==> config.mk <==
export PLATFORM = sky130hd
export DESIGN_NAME = dedisp_channel_sum
export DESIGN_NICKNAME = d
export VERILOG_FILES = /design/src/rtl/dedisp_channel_sum.sv
export SDC_FILE = /design/constraint.sdc
export NUM_CORES = 1
export LEC_CHECK = 0
export BUFFER_PORTS_ARGS = -buffer_cell sky130_fd_sc_hd__clkbuf_2
export CAP_MARGIN = 10
export CELL_PAD_IN_SITES_DETAIL_PLACEMENT = 1
export CELL_PAD_IN_SITES_GLOBAL_PLACEMENT = 2
export CORE_MARGIN = 2
export CORE_UTILIZATION = 33
export DETAILED_ROUTE_END_ITERATION = 6
export PLACE_DENSITY_LB_ADDON = 0.2
export SYNTH_ARGS = -nofsm -noshare
export SYNTH_HDL_FRONTEND = slang
export SYNTH_SLANG_ARGS = --single-unit
==> constraint.sdc <==
create_clock -name clk -period 4.9 [get_ports clk]
set_input_delay 0.245 -clock clk [delete_from_list [all_inputs] [get_ports clk]]
set_output_delay 0.245 -clock clk [all_outputs]
set_load 0.02 [all_outputs]
==> src/rtl/dedisp_channel_sum.sv <==
// dedisp_channel_sum: sums one spectrum of delayed channel samples, flags threshold crossings with holdoff
module dedisp_channel_sum #(
  parameter int N_CHANNELS = 64,
  parameter int DIN_WIDTH  = 32,
  parameter int DOUT_WIDTH = DIN_WIDTH + $clog2(N_CHANNELS),
  parameter int HOLDOFF    = 16
) (
  input  logic                  clk,
  input  logic                  rst,
  input  logic [DIN_WIDTH-1:0]  din,
  input  logic                  din_valid,
  input  logic                  sync_in,
  input  logic [DOUT_WIDTH-1:0] threshold,
  output logic [DOUT_WIDTH-1:0] dout,
  output logic                  dout_valid,
  output logic                  trigger,
  output logic [31:0]           spec_count,
  output logic                  sync_err
);
  localparam int CW = $clog2(N_CHANNELS);
  localparam int HW = $clog2(HOLDOFF + 1);
  logic [CW-1:0]         ch_q, ch_d;
  logic [DOUT_WIDTH-1:0] acc_q, acc_d, dout_q, dout_d, sum;
  logic [HW-1:0]         ho_q, ho_d;
  logic [31:0]           spec_count_q, spec_count_d;
  logic                  aligned_q, aligned_d, dout_valid_q, dout_valid_d;
  logic                  trigger_q, trigger_d, sync_err_q, sync_err_d;
  logic                  last, trig;
  always_comb begin
    sum          = acc_q + DOUT_WIDTH'(din);
    last         = ch_q == CW'(N_CHANNELS - 1);
    trig         = (sum > threshold) && (ho_q == '0);
    ch_d         = ch_q;
    acc_d        = acc_q;
    ho_d         = ho_q;
    aligned_d    = aligned_q;
    dout_d       = dout_q;
    spec_count_d = spec_count_q;
    dout_valid_d = 1'b0;
    trigger_d    = 1'b0;
    sync_err_d   = 1'b0;
    if (din_valid) begin
      if (sync_in) begin
        // ch is only non-zero while aligned, so a non-zero ch marks a misplaced sync
        ch_d       = CW'(1);
        acc_d      = DOUT_WIDTH'(din);
        aligned_d  = 1'b1;
        sync_err_d = ch_q != '0;
      end else if (aligned_q) begin
        if (last) begin
          ch_d         = '0;
          acc_d        = '0;
          dout_d       = sum;
          dout_valid_d = 1'b1;
          trigger_d    = trig;
          spec_count_d = spec_count_q + 32'd1;
          ho_d         = trig ? HW'(HOLDOFF) : (ho_q != '0 ? ho_q - HW'(1) : ho_q);
        end else begin
          ch_d  = ch_q + CW'(1);
          acc_d = sum;
        end
      end
    end
  end
  always_ff @(posedge clk) begin
    if (rst) begin
      ch_q         <= '0;
      acc_q        <= '0;
      ho_q         <= '0;
      aligned_q    <= 1'b0;
      dout_q       <= '0;
      dout_valid_q <= 1'b0;
      trigger_q    <= 1'b0;
      spec_count_q <= '0;
      sync_err_q   <= 1'b0;
    end else begin
      ch_q         <= ch_d;
      acc_q        <= acc_d;
      ho_q         <= ho_d;
      aligned_q    <= aligned_d;
      dout_q       <= dout_d;
      dout_valid_q <= dout_valid_d;
      trigger_q    <= trigger_d;
      spec_count_q <= spec_count_d;
      sync_err_q   <= sync_err_d;
    end
  end
  assign dout       = dout_q;
  assign dout_valid = dout_valid_q;
  assign trigger    = trigger_q;
  assign spec_count = spec_count_q;
  assign sync_err   = sync_err_q;
endmodule

==> flow_summary.yaml <==
sta:
  setup_total_negative_slack_ns: 0
  max_slew_margin: 0.290
  final.min_clock_period_ns: 4.48
  report.final.setup_viol: 0
  hold_viol: 0
  rsz0062_at_grt: "no"
  worst-slew-pin-transition_ns: 1.06
  skew_ns: 0.0108
  fmax_mhz: 223
  slew_viol_final: 0
  layout_worst_path_cycle_share: 0.915
synthesis:
  synth_warnings: 0
  synth.distinct_cells: 77
  synth.net_count: 1149
  synth_register_bits: 123
  synth_area_leader_cell: "sky130_fd_sc_hd__dfxtp_1"
  synth_top_cell_area_share: 0.305
  synthesis.area_mm2: 0.00807
  netlist_instances: 1000
  most_instantiated_flip_flop_cell_in_the_synthesis_netlist: "sky130_fd_sc_hd__dfxtp_1"
  syn-mean-instance-area_um2: 8.07
  number_of_flops_mapped_to_enable_cells_by_yosys: 0
  ys_seq_area_frac: 0.305
  post_synth_main_area_contributors: "sky130_fd_sc_hd__dfxtp_1 31%, sky130_fd_sc_hd__ha_1 11%, sky130_fd_sc_hd__nor2_1 5.4%"
  async_reset_ff_frac: 0
worst_setup_path:
  setup.worst_path.start: "acc_q[0]$_SDFFE_PP0P_"
  crit_chain: "ha_1 > inv_1 > fa_1 > nand2b_1 > a21oi_1 > o211ai_4 > a31oi_4 > a21boi_4 > a31oi_4 > a21o_1 > nand2_1 > ha_1 > nand4_1 > nor4_2 > nand3_1 > o211ai_1 > and2_1 > o22ai_1"
  critical-path-top-delay-family: "compound AO/OA/AOI/OAI gates"
  critical-path-slowest-cell: "sky130_fd_sc_hd__nor4_2"
  critical_path_sink_type: "flip-flop"
  crit-reg2reg-capture: "ho_q[4]$_SDFFE_PP0P_"
  critical_path_arrival_ns: 4.79
  cp_num_buf_inv: 1
  worstReg2RegStart: "acc_q[0]$_SDFFE_PP0P_"
  r2r.worst_path.cells: 18
  worst_reg_to_reg_setup_slack_ns: 0.42
  cp.depth: 18
  path_class: "reg -> reg"
  critical_path.max_stage_delay_ns: 0.55
  crit_end: "ho_q[4]$_SDFFE_PP0P_"
  critPathLaunchType: "flip-flop"
  critical_path_required_ns: 5.20
  timing.critical_path.fanout_max: 13
pwr:
  power.static_leakage_nw: 4.39
  power_density_mw_per_mm2: 320
  power.ir.vdd_worst_v: 0.000186
global_route:
  global_route.usage.total: 0.202
  grt.overflow.total: 0
  grt_pass1_vias: 7836
  grt_max_degree: 75
  grt_antenna_before_repair: 0
  global_route_wire_length_before_repair_um: 41700
layout:
  final-instance-count-excl-fill: 1463
  syn_to_final_growth_pct: 20.5
  utilization: 0.402
  layout.cells.most_common_list: "145 x sky130_fd_sc_hd__clkbuf_2, 123 x sky130_fd_sc_hd__dfxtp_1, 114 x sky130_fd_sc_hd__nor2_1"
  antennaDiodeCount: 0
  post_route_cells_drive_above_1_share: 0.205
  layout_commonest_cell: "sky130_fd_sc_hd__clkbuf_2"
  design.final.nets: 1276
job:
  timing.max_cap.violations: 0
die:
  core_area_mm2: 0.0242
  floorplan.initialDensity: 0.334
  placementRows: 57
  die_width_um: 160
  area_enclosed_by_the_die_boundary_mm2: 0.0257
  ioPinCount: 147
  die_height_um: 160
drt:
  drc: 0
  detailroute.via_count: 7611
  finalWirelength_um: 25600
  detail_route.vias_per_cell: 5.20
  detailedRoute.firstIterationViolations: 360
  route.antenna.remaining_nets: 0
  first_pass_iters: 4
  route.detailed.wl_per_inst_um: 17.5
cts:
  cts_inserted_buffers: 17
  htree_num_levels: 4
  cts_max_path_buffers: 2
  clk_pin_slew_worst_paths_ns: 0.07
  clk_latency_ns: 0.43
  postCtsSetupRepairBufs: 0
  cts_tree: "done"
  cts.sinks: 123
  cts.root.buffer_cell: "sky130_fd_sc_hd__clkbuf_16"
place:
  quantity_of_i_o_buffers_inserted_on_ports: 146
  placed_cells: 1432
  place.gp.congestion: 0.793
  place_hpwl_um: 18800
worst_hold_path:
  worst_hold_path_type: "in -> reg"
  hold_path_startpoint: "din[23]"
outcome:
  outcome: "finished, final reports clean"
final cells by class:
type | instances | area (um^2)
Sequential cell | 123 | 2460
Clock buffer | 17 | 425
Clock inverter | 14 | 185
Timing Repair Buffer | 158 | 823
Inverter | 57 | 214
Multi-Input combinational cell | 770 | 5210
Tap cell | 324 | 405
Fill cell | 2932 | 14500
state kept, by name (all words and copies together), names as in the netlist:
| name | flops |
|---|---|
| trigger | 1 |
| dout_valid | 1 |
| aligned_q | 1 |
| acc_q | 38 |
| sync_err | 1 |
| ho_q | 5 |
| dout | 38 |
| ch_q | 6 |
| spec_count | 32 |
worst register-to-register path: stages, from the launching register on:
cell and delay, ns:
sky130_fd_sc_hd__dfxtp_1 0.33, sky130_fd_sc_hd__ha_1 0.18, sky130_fd_sc_hd__inv_1 0.06, sky130_fd_sc_hd__fa_1 0.39
sky130_fd_sc_hd__nand2b_1 0.18, sky130_fd_sc_hd__a21oi_1 0.35, sky130_fd_sc_hd__o211ai_4 0.17, sky130_fd_sc_hd__a31oi_4 0.24
sky130_fd_sc_hd__a21boi_4 0.12, sky130_fd_sc_hd__a31oi_4 0.37, sky130_fd_sc_hd__a21o_1 0.22, sky130_fd_sc_hd__nand2_1 0.06
sky130_fd_sc_hd__ha_1 0.29, sky130_fd_sc_hd__nand4_1 0.15, sky130_fd_sc_hd__nor4_2 0.55, sky130_fd_sc_hd__nand3_1 0.24
sky130_fd_sc_hd__o211ai_1 0.21, sky130_fd_sc_hd__and2_1 0.19, sky130_fd_sc_hd__o22ai_1 0.06
cell families (layout without fill, tap and decap cells):
group,count (synthesis),after routing,synth area share
XOR/XNOR,63,63,0.0693
AO/OA/AOI/OAI,260,260,0.235
AND/OR/NAND/NOR,367,367,0.215
flip-flops,123,123,0.305
buffers and inverters,107,246,0.0526
multiplexers,5,5,0.00620
adder cells (fa/ha/maj),75,75,0.117
report_power, final:
part | internal [mW] | switching, mW | leakage (nW)
Clock | 0.810 | 0.542 | 0.289
Sequential | 1.03 | 0.0154 | 0.998
Combinational | 0.277 | 0.437 | 3.11
synthesized netlist by cell type (all sizes together) (27+ instances only):
master / n
nor2: 117
ha: 74
dfxtp: 123
inv: 57
nand2: 105
nand4: 28
nor3: 32
a21o: 34
xor2: 35
a221oi: 27
clkbuf: 37
xnor2: 28
a21oi: 75
nand3: 29
o21ai: 43
per-layer routing:
layer	global-route usage	wire (um)	vias up
met3	0.0315	928	20
li1	-	-	3814
met4	0.0442	199	0
met1	0.269	12400	3653
met2	0.345	12000	124
met5	0	0	-
timing repair:
action	CTS	global route
gates resized for setup	0	1
hold buffers	0	0
endpoints found under the setup margin	0	4
stage by stage:
| step | total power, mW | cell area, um^2 | setup WS, ns | hold slack (ns) |
|---|---|---|---|---|
| after floorplan | 1.56 | 8070 | 1.27 | 0.401 |
| after global routing | 3.29 | 9720 | 0.0387 | 0.128 |
| after CTS | 3.15 | 9720 | 0.159 | 0.106 |
| final | 3.11 | 9720 | 0.419 | 0.118 |
| after detailed placement | 1.78 | 9100 | 0.175 | 0.449 |
| after global placement | 1.78 | 9100 | 0.461 | 0.444 |
worst min path at each step:
stage                              to  slack [ns]  cells after the start
2_1_floorplan  acc_q[23]$_SDFFE_PP0P_        0.40                      2
3_3_place_gp    dout[28]$_SDFFE_PP0P_        0.44                      2
3_5_place_dp     dout[3]$_SDFFE_PP0P_        0.45                      2
4_1_cts        acc_q[23]$_SDFFE_PP0P_        0.11                      3
5_1_grt        acc_q[23]$_SDFFE_PP0P_        0.13                      3
6_report       acc_q[23]$_SDFFE_PP0P_        0.12                      3
(Power assumes the default switching activity.)
